## src/rtl/fixed_point_lane_dot.sv

```systemverilog
// Multi-cycle signed fixed-point dot product of two N-element vectors, LANES multipliers per cycle.
// Build macro FIXED_POINT_LANE_DOT_SAT_EN clamps the result into P_WIDTH instead of wrapping.

module fixed_point_lane_dot_lane #(
    parameter int A_WIDTH = 16,
    parameter int B_WIDTH = 16
) (
    input  logic                       en,
    input  logic [A_WIDTH-1:0]         a,
    input  logic [B_WIDTH-1:0]         b,
    output logic [A_WIDTH+B_WIDTH-1:0] prod
);
    logic signed [A_WIDTH+B_WIDTH-1:0] full;

    // Sign-extend both operands to the product width so the multiply is exact.
    assign full = $signed({{B_WIDTH{a[A_WIDTH-1]}}, a}) * $signed({{A_WIDTH{b[B_WIDTH-1]}}, b});
    assign prod = en ? full : '0;
endmodule

module fixed_point_lane_dot #(
    parameter int A_WIDTH     = 16,
    parameter int A_FRAC_BITS = 14,
    parameter int B_WIDTH     = 16,
    parameter int B_FRAC_BITS = 14,
    parameter int P_FRAC_BITS = 14,
    parameter int N           = 3,
    parameter int LANES       = 1,
    localparam int EXTRA_FRAC_BITS = A_FRAC_BITS + B_FRAC_BITS - P_FRAC_BITS,
    localparam int P_WIDTH         = A_WIDTH + B_WIDTH - EXTRA_FRAC_BITS,
    localparam int ACC_WIDTH       = A_WIDTH + B_WIDTH + $clog2(N + 1)
) (
    input  logic                          clk_in,
    input  logic                          rst_in,
    input  logic [N-1:0][A_WIDTH-1:0]     A,
    input  logic [N-1:0][B_WIDTH-1:0]     B,
    input  logic                          valid_in,
    output logic                          ready_out,
    output logic                          valid_out,
    input  logic                          ready_in,
    output logic [P_WIDTH-1:0]            P,
    output logic                          busy
);
    localparam int PROD_W = A_WIDTH + B_WIDTH;
    localparam int K      = (N + LANES - 1) / LANES;
    localparam int IDX_W  = (K > 1) ? $clog2(K) : 1;

    localparam logic [1:0] IDLE  = 2'd0;
    localparam logic [1:0] ACCUM = 2'd1;
    localparam logic [1:0] DONE  = 2'd2;

    logic [1:0]                      state;
    logic [IDX_W-1:0]                idx;
    logic signed [ACC_WIDTH-1:0]     acc;
    logic signed [ACC_WIDTH-1:0]     chunk_sum;
    logic signed [ACC_WIDTH-1:0]     acc_next;
    logic [N-1:0][A_WIDTH-1:0]       a_reg;
    logic [N-1:0][B_WIDTH-1:0]       b_reg;
    logic [K*LANES-1:0][A_WIDTH-1:0] a_pad;
    logic [K*LANES-1:0][B_WIDTH-1:0] b_pad;
    logic [LANES-1:0][PROD_W-1:0]    prods;
    logic [P_WIDTH-1:0]              p_next;
    logic [P_WIDTH-1:0]              p_reg;
    logic                            valid_reg;

    // Zero-pad the latched operands so the last chunk reads zeros past element N-1.
    always_comb begin
        a_pad = '0;
        b_pad = '0;
        a_pad[N-1:0] = a_reg;
        b_pad[N-1:0] = b_reg;
    end

    for (genvar l = 0; l < LANES; l++) begin : g_lane
        logic [A_WIDTH-1:0] a_sel;
        logic [B_WIDTH-1:0] b_sel;

        always_comb begin
            a_sel = '0;
            b_sel = '0;
            for (int k = 0; k < K; k++) begin
                if (idx == IDX_W'(k)) begin
                    a_sel = a_pad[k*LANES + l];
                    b_sel = b_pad[k*LANES + l];
                end
            end
        end

        fixed_point_lane_dot_lane #(
            .A_WIDTH(A_WIDTH),
            .B_WIDTH(B_WIDTH)
        ) u_lane (
            .en  (state == ACCUM),
            .a   (a_sel),
            .b   (b_sel),
            .prod(prods[l])
        );
    end

    always_comb begin
        chunk_sum = '0;
        for (int l = 0; l < LANES; l++) begin
            chunk_sum = chunk_sum + ACC_WIDTH'($signed(prods[l]));
        end
    end

    assign acc_next = acc + chunk_sum;

`ifdef FIXED_POINT_LANE_DOT_SAT_EN
    localparam logic signed [ACC_WIDTH-1:0] P_MAX =
        {{(ACC_WIDTH-P_WIDTH+1){1'b0}}, {(P_WIDTH-1){1'b1}}};
    localparam logic signed [ACC_WIDTH-1:0] P_MIN =
        {{(ACC_WIDTH-P_WIDTH+1){1'b1}}, {(P_WIDTH-1){1'b0}}};

    logic signed [ACC_WIDTH-1:0] shifted;

    assign shifted = acc_next >>> EXTRA_FRAC_BITS;

    always_comb begin
        if (shifted > P_MAX)      p_next = P_MAX[P_WIDTH-1:0];
        else if (shifted < P_MIN) p_next = P_MIN[P_WIDTH-1:0];
        else                      p_next = shifted[P_WIDTH-1:0];
    end
`else
    // Out-of-range results wrap: keep the low P_WIDTH bits of the shifted sum.
    assign p_next = P_WIDTH'(acc_next >>> EXTRA_FRAC_BITS);
`endif

    always_ff @(posedge clk_in) begin
        if (rst_in) begin
            state     <= IDLE;
            acc       <= '0;
            idx       <= '0;
            a_reg     <= '0;
            b_reg     <= '0;
            p_reg     <= '0;
            valid_reg <= 1'b0;
        end else begin
            case (state)
                IDLE: begin
                    if (valid_in) begin
                        a_reg <= A;
                        b_reg <= B;
                        acc   <= '0;
                        idx   <= '0;
                        state <= ACCUM;
                    end
                end
                ACCUM: begin
                    acc <= acc_next;
                    if (idx == IDX_W'(K - 1)) begin
                        p_reg     <= p_next;
                        valid_reg <= 1'b1;
                        state     <= DONE;
                    end else begin
                        idx <= idx + 1'b1;
                    end
                end
                DONE: begin
                    if (ready_in) begin
                        valid_reg <= 1'b0;
                        state     <= IDLE;
                    end
                end
                default: state <= IDLE;
            endcase
        end
    end

    assign ready_out = (state == IDLE);
    assign busy      = (state != IDLE);
    assign valid_out = valid_reg;
    assign P         = p_reg;
endmodule

```

## config.mk

```make
export PLATFORM = sky130hd
export DESIGN_NAME = fixed_point_lane_dot
export DESIGN_NICKNAME = d
export VERILOG_FILES = /design/src/rtl/fixed_point_lane_dot.sv
export SDC_FILE = /design/constraint.sdc
export NUM_CORES = 1
export LEC_CHECK = 0
export ABC_AREA = 1
export CAP_MARGIN = 20
export CORE_ASPECT_RATIO = 1.5
export CORE_MARGIN = 10
export CORE_UTILIZATION = 45
export CTS_BUF_LIST = sky130_fd_sc_hd__clkbuf_16
export CTS_CLUSTER_SIZE = 24
export DETAILED_ROUTE_END_ITERATION = 8
export MAX_ROUTING_LAYER = met4
export PLACE_DENSITY = 0.75
export SLEW_MARGIN = 5
export SYNTH_ARGS = -nofsm -noshare
export SYNTH_HDL_FRONTEND = slang
export SYNTH_SLANG_ARGS = --single-unit
export TNS_END_PERCENT = 10
```

## constraint.sdc

```tcl
create_clock -name clk_in -period 9.1 [get_ports clk_in]
set_input_delay 1.365 -clock clk_in [delete_from_list [all_inputs] [get_ports clk_in]]
set_output_delay 1.365 -clock clk_in [all_outputs]
set_load 0.02 [all_outputs]
```

Word level (Yosys, flattened, before mapping)

Index checks and enable logic that the tools add are counted.

Flip-flop bits (word level): 153
Output and inout bits: 21
Logic and storage cells: 52

Add/sub/neg operators: 2
Multipliers: 1
Equal/unequal tests: 8
Multiplexer cells: 19
Reduce and logical (&&, ||, !) cells: 11

Operator list:

| cell                                                 | number |
|---|---|
| 2-to-1 mux 16 bit                                    | 6 |
| one-hot mux 34 bit (2 select lines)                  | 1 |
| adder 34 x 32 -> 34 bit                              | 1 |
| 2-to-1 mux 34 bit                                    | 1 |
| multiplier 16 x 16 -> 32 bit                         | 1 |
| 2-to-1 mux 32 bit                                    | 1 |
| 2-to-1 mux 2 bit                                     | 5 |
| AND reduction 3 bit                                  | 3 |
| inequality test 2 bit (second input constant)        | 4 |
| one-hot mux 2 bit (3 select lines)                   | 1 |
| AND reduction 2 bit                                  | 3 |
| nonzero test 2 bit                                   | 3 |
| equality test 2 x 1 -> 1 bit (second input constant) | 2 |
| equality test 2 bit (second input constant)          | 2 |
| logical NOT 2 bit                                    | 2 |
| one-hot mux 2 bit (2 select lines)                   | 1 |
| adder 2 x 1 -> 2 bit (second input constant)         | 1 |
| 2-to-1 mux 1 bit                                     | 2 |
| one-hot mux 1 bit (2 select lines)                   | 1 |

Longest topological paths before layout

Gate-level depths: netlist of run 1.

Depth after elaboration: 8
Depth in mapped cells: 52

Modules after synthesis

From an unflattened synthesis of run 1, not the netlist that was laid out.

Cell total of the unflattened synthesis: 2845
Area total of the unflattened synthesis: 19578.8 um^2

By module, submodules not included:

| module                    | instances | cells an instance | area each (um^2) | seq. area each (um^2) |
|---|---|---|---|---|
| fixed_point_lane_dot_lane | 1         | 1513              | 10960.5          | 0.0 |
| fixed_point_lane_dot      | 1         | 1332              | 8618.3           | 3022.9 |

Worst setup path after synthesis of run 1

OpenSTA, ideal clock, no wires.

Path type: flip-flop to flip-flop
Start: register idx[0]
End: register p_reg[15], in the netlist P[15]
Setup time: 116 ps
Arrival time: 7462 ps
Required time: 8984 ps
Slack: 1521 ps
Cell stages (with the launch flop): 37
Buffers on the path: 2
Period minus slack after synthesis: 7579 ps
Cells stage by stage: dfxtp_1 inv_1 ha_1 inv_2 clkbuf_1 nand2_1 o22ai_2 nor2_1 fa_1 inv_1 fa_1 inv_1 fa_1 fa_1 fa_1 inv_1 fa_1 inv_1 ha_1 nand2_1 nor4_2 nand4_1 nand3_2 a21oi_2 o21ai_1 o21ai_1 a21oi_1 ha_1 buf_2 a21oi_1 nor2_1 nor4_1 nand3_1 nand2_1 nand2_1 o211ai_1 inv_1

Cells in the longest elaborated chain, start to end: 7
Elaborated cells between the ends (all ways): 13
Those cells by class: 1 x add/sub; 1 x mul; 2 x eq/ne; 7 x mux; 2 x reduce/logical

Ends and longest elaborated chain:

| element                         | RTL line | RTL |
|---|---|---|
| from (decl)                     | 52       | `logic [IDX_W-1:0] idx;` |
| from (signal assigned)          | 155      | `idx <= idx + 1'b1;` |
| logical NOT 2 bit               | 81       | `if (idx == IDX_W'(k)) begin` |
| 2-to-1 mux 16 bit (3 in series) | 81       |  |
| multiplier 16 x 16 -> 32 bit    | 16       | `assign full = $signed({{B_WIDTH{a[A_WIDTH-1]}}, a}) * $signed({{A_WIDTH{b[B_WIDTH-1]}}, b});` |
| 2-to-1 mux 32 bit               | 17       | `assign prod = en ? full : '0;` |
| adder 34 x 32 -> 34 bit         | 106      | `assign acc_next = acc + chunk_sum;` |
| to (signal assigned)            | 151      | `p_reg <= p_next;` |
| to (decl)                       | 62       | `logic [P_WIDTH-1:0] p_reg;` |

Parallel ways exist; a longest one is shown, timed or not.
A chain may end at the register's enable or synchronous reset.

Final worst setup path of run 1

Start: register idx[1]
End: register acc[26]

Cells in the longest elaborated chain, start to end: 8
Elaborated cells between the ends (all ways): 13
Those cells by class: 1 x add/sub; 1 x mul; 2 x eq/ne; 8 x mux; 1 x reduce/logical

Ends and longest elaborated chain:

| element                               | RTL line | RTL |
|---|---|---|
| logical NOT 2 bit                     | 81       |  |
| 2-to-1 mux 16 bit (3 in series)       | 81       |  |
| multiplier 16 x 16 -> 32 bit *        | 16       |  |
| 2-to-1 mux 32 bit *                   | 17       |  |
| adder 34 x 32 -> 34 bit *             | 106      |  |
| one-hot mux 34 bit (2 select lines) * | 138      | `case (state)` |
| to (signal assigned)                  | 149      | `acc <= acc_next;` |
| to (decl)                             | 53       | `logic signed [ACC_WIDTH-1:0] acc;` |

Every way passes the cells marked *; elsewhere a longest branch is shown, timed or not.

==> flow_summary.json, run 1 <==
{
  "avgSynthCellArea_sq_um": 7.41,
  "p_sw_share_pct": 55.6,
  "worst_setup_path_end_kind": "flop",
  "cts.sinks": 151,
  "critPathKind": "reg2reg",
  "maxCapViolCount": 0,
  "root_buffer": "clkbuf_16",
  "start_util_pct": 45.2,
  "fin_skew_ns": 0.0223,
  "dp_hpwl_um": 49300,
  "cp-startpoint": "idx[1]",
  "hold_buffers": 0,
  "dieArea_sq_um": 48900,
  "die_w_um": 184,
  "clock_path_buffers": 2,
  "worstPathArrival_ns": 9.07,
  "power-per-cell-area_nw_per_um2": 402,
  "r2r_slack_ns": 0.42,
  "vias": 16900,
  "power_frac_comb_pct": 82.4,
  "synth.area.top_cells": "fa_1 29%, dfxtp_1 17%, nor2_1 9.4%",
  "tritoncts": "yes",
  "r2r-start": "idx[1]",
  "synth_top_family_by_area": "adder cells",
  "seqPwrFrac_pct": 9.1,
  "synth_most_common_cell": "nor2_1",
  "drc": 0,
  "r2r_cells": 39,
  "p_leak_nw": 10.8,
  "drtPass1Iterations": 5,
  "async_reset_ff_share_pct": 0,
  "synthMuxAreaShare_pct": 0,
  "yosysUniqueCellTypes": 52,
  "finish.net_count": 3141,
  "hold_ws_ns": 0.473,
  "finalPower_mw": 8.67,
  "ys.flop_type": "dfxtp_1",
  "synth_seq_cells": 151,
  "post_route_cells_drive_above_1_share_pct": 10.4,
  "synth_compound_area_share_pct": 12.2,
  "run_status": "finished, final reports clean",
  "synth_top_area_share_pct": 29.0,
  "synth.top_cells.by_count": "455 x nor2_1, 441 x inv_1, 437 x nand2_1, 263 x fa_1, 151 x dfxtp_1",
  "wire_per_inst_um": 18.6,
  "slowest_stage": "fa_1",
  "synth-adder-area-share_pct": 37.0,
  "cts-buffers-inserted": 17,
  "grt_usage_pct": 25.5,
  "final_antenna_net_count": 0,
  "relSlewSlack_pct": 32.3,
  "synth_edf_count": 0,
  "routed_via_density": 5.31,
  "min_path_type": "reg2reg",
  "start_kind": "flop",
  "grt_first_pass_wirelength_um": 94600,
  "min_period_ns": 8.68,
  "timing.fmax_mhz": 115,
  "n_fill_cell": 3758,
  "fp-row-count": 90,
  "drt_iter0_markers": 911,
  "io_pins": 121,
  "worst_ir_drop_vdd_v": 0.000348,
  "synth_top_cell_by_area": "fa_1",
  "io_buffers": 120,
  "die_h_um": 266,
  "cp_max_fo": 61,
  "yosys.area_share.simple_pct": 21.9,
  "place_congestion": 1.07,
  "syn_inst": 2446,
  "synth_warnings": 0,
  "holdPathStages": 2,
  "grt.overflow.total": 0,
  "htreeDepth": 4,
  "synthXorXnorAreaFrac_pct": 0.918,
  "maxSlewViolCount": 0,
  "worstReg2RegEnd": "acc[26]",
  "area_growth_pct": 19.1,
  "netlist_area_sq_um": 18100,
  "core_area_sq_um": 40100,
  "finalWorstSetupSlack_ns": 0.422,
  "setup_violations": 0,
  "required_ns": 9.49,
  "wl_um": 59200,
  "hold_viol_final": 0,
  "ys_seq_area_share_pct": 16.7,
  "clock_latency_ns": 0.47,
  "clk_pin_slew_worst_paths_ns": 0.08,
  "internal_power_mw": 3.85,
  "grt_antenna_before_repair": 1,
  "endpoint": "acc[26]",
  "grt_max_degree": 100,
  "worst_slew_pin_slew_ns": 1.02,
  "post-route-period-util_pct": 95.4,
  "p_clk_share_pct": 8.5,
  "synth_nets": 2925,
  "grt_pass1_vias": 17900,
  "cpPeakStageDelay_ns": 0.58,
  "post-place-ws_ns": -0.265,
  "p_sw_mw": 4.82
}
## final cells by class
cell class / count / area, sq um / share of cell area [%]
sequential: 151 / 3020 / 14.0
multi-input combinational: 1760 / 13100 / 60.9
timing repair buffer: 278 / 2450 / 11.3
inverter: 454 / 1710 / 7.93
clock inverter: 15 / 204 / 0.945
antenna: 1 / 2.50 / 0.0116
tap: 506 / 633 / 2.93
clock buffer: 17 / 425 / 1.97
## cell families after synthesis
logic type	count (synthesis)
flops	151
fa+ha+maj	379
compound gates	370
simple gates	992
xor+xnor	19
buf+inv	535
## metrics by stage
step,setup TNS [ns],util (%),std cells,instance area (sq um)
floorplan,0,-,2446,18100
global placement,-0.425,52.0,3144,20800
detailed placement,-0.456,52.0,3144,20800
CTS,0,53.6,3176,21500
global route,-0.0304,53.9,3182,21600
finish,0,53.9,3182,21600
## power groups by stage
| stage | Combinational, mW | Sequential, mW | Clock [mW] |
|---|---|---|---|
| 6_report | 7.14 | 0.789 | 0.740 |
| 5_1_grt | 7.96 | 0.797 | 0.774 |
| 4_1_cts | 7.09 | 0.788 | 0.751 |
| 3_5_place_dp | 6.97 | 0.802 | 0 |
| 3_3_place_gp | 6.98 | 0.800 | 0 |
| 2_1_floorplan | 4.43 | 0.792 | 0 |
## worst max-delay path, delay by kind of cell, from the launching register on
| family | cells | cell delay, ns |
|---|---|---|
| xor+xnor | 2 | 0.34 |
| fa+ha+maj | 9 | 3.99 |
| simple gates | 11 | 1.28 |
| compound gates | 8 | 1.77 |
| buf+inv | 9 | 0.86 |
| flops | 1 | 0.34 |
## how the worst min path moves through the flow
stage / start / slack, ns / to
floorplan: acc[0] / 0.44 / acc[0]
global placement: acc[0] / 0.45 / acc[0]
detailed placement: acc[13] / 0.46 / acc[13]
CTS: acc[19] / 0.47 / acc[19]
global route: acc[28] / 0.49 / acc[28]
finish: acc[4] / 0.47 / acc[4]
## registers in the layout (all words and copies together), names as in the netlist
signal / cells
P: 18
a_pad: 48
acc: 32
b_pad: 48
idx: 2
state: 2
valid_out: 1
## per-layer routing
layer / up-vias / track usage [%] / routed length [um]
li1: 7931 / - / -
met1: 8163 / 25.4 / 20700
met2: 571 / 45.3 / 31200
met3: 217 / 3.70 / 2660
met4: 0 / 17.1 / 4550
met5: - / - / 0
## cell usage in the layout, fill, tap and decap left out, types with 13 or more instances in the layout
cell             instances
a21oi_1                112
a21oi_2                 13
buf_4                  152
clkbuf_16               17
clkdlybuf4s50_1        120
dfxtp_1                151
fa_1                   263
ha_1                   113
inv_1                  438
nand2_1                436
nand3_1                 48
nor2_1                 451
o21ai_0                148
o21bai_1                15
o22ai_1                 13
o22ai_2                 15
## repair_timing
action / in CTS / in global routing
resized for setup: 1 / 22
buffers inserted: 0 / 4
hold endpoints to repair: 0 / 0
pin swaps: 0 / 2
setup endpoints to repair: 2 / 29
Note: power is estimated with default switching activity, not from simulation.
==> run 2: changes to the inputs <==
--- a/config.mk
+++ b/config.mk
@@ -11,7 +11,7 @@
 export CORE_MARGIN = 10
 export CORE_UTILIZATION = 45
 export CTS_BUF_LIST = sky130_fd_sc_hd__clkbuf_16
-export CTS_CLUSTER_SIZE = 24
+export CTS_CLUSTER_SIZE = 16
 export DETAILED_ROUTE_END_ITERATION = 8
 export MAX_ROUTING_LAYER = met4
 export PLACE_DENSITY = 0.75
==> results of run 2 <==
The final DEF is identical to that of run 1; final timing and power are the same.
==> run 3: changes to the inputs <==
--- a/config.mk
+++ b/config.mk
@@ -7,6 +7,8 @@
 export LEC_CHECK = 0
 export ABC_AREA = 1
 export CAP_MARGIN = 20
+export CELL_PAD_IN_SITES_DETAIL_PLACEMENT = 1
+export CELL_PAD_IN_SITES_GLOBAL_PLACEMENT = 1
 export CORE_ASPECT_RATIO = 1.5
 export CORE_MARGIN = 10
 export CORE_UTILIZATION = 45
@@ -14,7 +16,7 @@
 export CTS_CLUSTER_SIZE = 16
 export DETAILED_ROUTE_END_ITERATION = 8
 export MAX_ROUTING_LAYER = met4
-export PLACE_DENSITY = 0.75
+export PLACE_DENSITY = 0.93
 export SLEW_MARGIN = 5
 export SYNTH_ARGS = -nofsm -noshare
 export SYNTH_HDL_FRONTEND = slang
==> run 3 against run 2 <==
  * Core utilization is 1.6 points lower
  * Sequential share of layout area rose by 0.44 points
  * Die area stayed put
  * Critical endpoint is now P[17]
  * Largest power group unchanged
  * Highest routed layer unchanged
==> flow_summary.json, run 3 (same netlist as run 1, synthesis figures left out) <==
{
  "run_status": "finished, final reports clean",
  "final_antenna_net_count": 0,
  "clock_latency_ns": 0.47,
  "worst_ir_drop_vdd_v": 0.000239,
  "mostFrequentLayoutCells": "452 x nor2_1, 437 x inv_1, 436 x nand2_1, 263 x fa_1, 151 x dfxtp_1",
  "grt_usage_pct": 29.3,
  "io_buffers": 120,
  "worst_slew_pin_slew_ns": 1.00,
  "hold_end": "valid_out",
  "r2r_cells": 37,
  "post-place-ws_ns": -0.0490,
  "critPathKind": "reg2reg",
  "wl_um": 68600,
  "fp-row-count": 90,
  "vias": 17200,
  "start_util_pct": 45.2,
  "hold_buffers": 0,
  "cts.sinks": 151,
  "clock_path_buffers": 2,
  "post_route_cells_drive_above_1_share_pct": 7.49,
  "relSlewSlack_pct": 33.1,
  "drt_iter0_markers": 1069,
  "area_growth_pct": 15.5,
  "grt_first_pass_wirelength_um": 108000,
  "io_pins": 121,
  "htreeDepth": 4,
  "min_from": "valid_out",
  "core_area_sq_um": 40100,
  "diodes": 0,
  "hold_viol_final": 0,
  "grt_antenna_before_repair": 0,
  "maxCapViolCount": 0,
  "r2r_slack_ns": 0.42,
  "multi_input_area_sq_um": 13100,
  "finalWorstSetupSlack_ns": 0.420,
  "start_kind": "flop",
  "cpPeakStageDelay_ns": 0.54,
  "die_w_um": 184,
  "drtPass1Iterations": 5,
  "holdPathStages": 2,
  "fin_skew_ns": 0.0174,
  "tritoncts": "yes",
  "grt_setup_unrepaired": "true",
  "post-route-period-util_pct": 95.4,
  "dieArea_sq_um": 48900,
  "r2r-start": "idx[0]",
  "slowest_stage": "fa_1",
  "dp_hpwl_um": 55600,
  "root_buffer": "clkbuf_16",
  "grt.overflow.total": 0,
  "path_common_cell": "inv_1",
  "min_path_type": "reg2reg",
  "worstPathArrival_ns": 9.05,
  "worstReg2RegEnd": "P[17]",
  "timing.fmax_mhz": 115,
  "p_leak_nw": 10.3,
  "register_area_sq_um": 3020,
  "routed_via_density": 5.55,
  "wire_per_inst_um": 22.2,
  "die_h_um": 266,
  "required_ns": 9.47,
  "finish.net_count": 3056,
  "n_fill_cell": 5113,
  "cp_max_fo": 39,
  "hold_ws_ns": 0.469,
  "power-per-cell-area_nw_per_um2": 399,
  "worst_setup_path_end_kind": "flop",
  "maxSlewViolCount": 0,
  "setup_violations": 0,
  "grt_max_degree": 114,
  "cts-buffers-inserted": 17,
  "grt_pass1_vias": 19700,
  "drc": 0,
  "final_common_cell": "nor2_1",
  "min_period_ns": 8.68,
  "place_congestion": 1.01,
  "clk_pin_slew_worst_paths_ns": 0.08
}
==> run 3: cell types whose count changed in the layout (fill, tap and decap cells not counted), sizes merged <==
cell      before  now
buf          158   72
clkinvlp       1    7
clkinv        17   14
inv          451  449
diode          1    0
==> run 3: metrics by stage <==
stage               setup TNS (ns)  power [mW]  util [%]  cell area (sq um)  cells
finish                           0        8.35      52.2              20900   3096
floorplan                        0        5.22         -              18100   2446
global route                -0.304        9.15      52.2              20900   3096
detailed placement         -0.0490        7.39      50.2              20100   3055
global placement                 0        7.11      50.2              20100   3054
CTS                              0        8.28      51.8              20800   3087
==> run 3: cell type report <==
| class | count | share of cell area (%) |
|---|---|---|
| Clock buffer | 17 | 2.03 |
| Inverter | 454 | 8.25 |
| Multi-Input combinational cell | 1760 | 62.8 |
| Tap cell | 506 | 3.02 |
| Timing Repair inverter | 1 | 0.0359 |
| Sequential cell | 151 | 14.4 |
| Clock inverter | 15 | 0.962 |
| Timing Repair Buffer | 192 | 8.51 |
==> run 3: power breakdown <==
group	total (mW)	internal, mW	switching [mW]
clock	0.756	0.375	0.381
sequential	0.793	0.740	0.0536
combinational	6.80	2.40	4.40
==> run 3: critical path: cells and delay by family, from the launching register on <==
family / cells / cell delay (ns)
adders and majority gates: 9 / 3.96
AOI/OAI and AO/OA: 8 / 1.55
and+or+nand+nor: 11 / 1.50
buffers and inverters: 9 / 1.16
DFF: 1 / 0.37
==> run 3: worst max-delay path by stage <==
stage / to / startpoint / cells past startpoint
2_1_floorplan: P[15] / idx[0] / 36
3_3_place_gp: acc[26] / idx[0] / 41
3_5_place_dp: acc[26] / idx[0] / 36
4_1_cts: acc[26] / idx[0] / 39
5_1_grt: acc[26] / idx[0] / 42
6_report: P[17] / idx[0] / 37
==> run 3: metal layers <==
| metal | share of wire [%] | track usage (%) | up-vias |
|---|---|---|---|
| met5 | 0 | - | - |
| met4 | 8.1 | 20.3 | 0 |
| met3 | 4.2 | 4.20 | 317 |
| met2 | 54 | 53.6 | 587 |
| met1 | 34 | 27.6 | 8531 |
| li1 | - | - | 7751 |
==> run 3: what timing repair did <==
| action | 4_1_cts | 5_1_grt |
|---|---|---|
| buffers inserted | 0 | 8 |
| setup endpoints to repair | 2 | 23 |
| cloned | 0 | 1 |
| pin swaps | 0 | 1 |
| resized for setup | 1 | 25 |
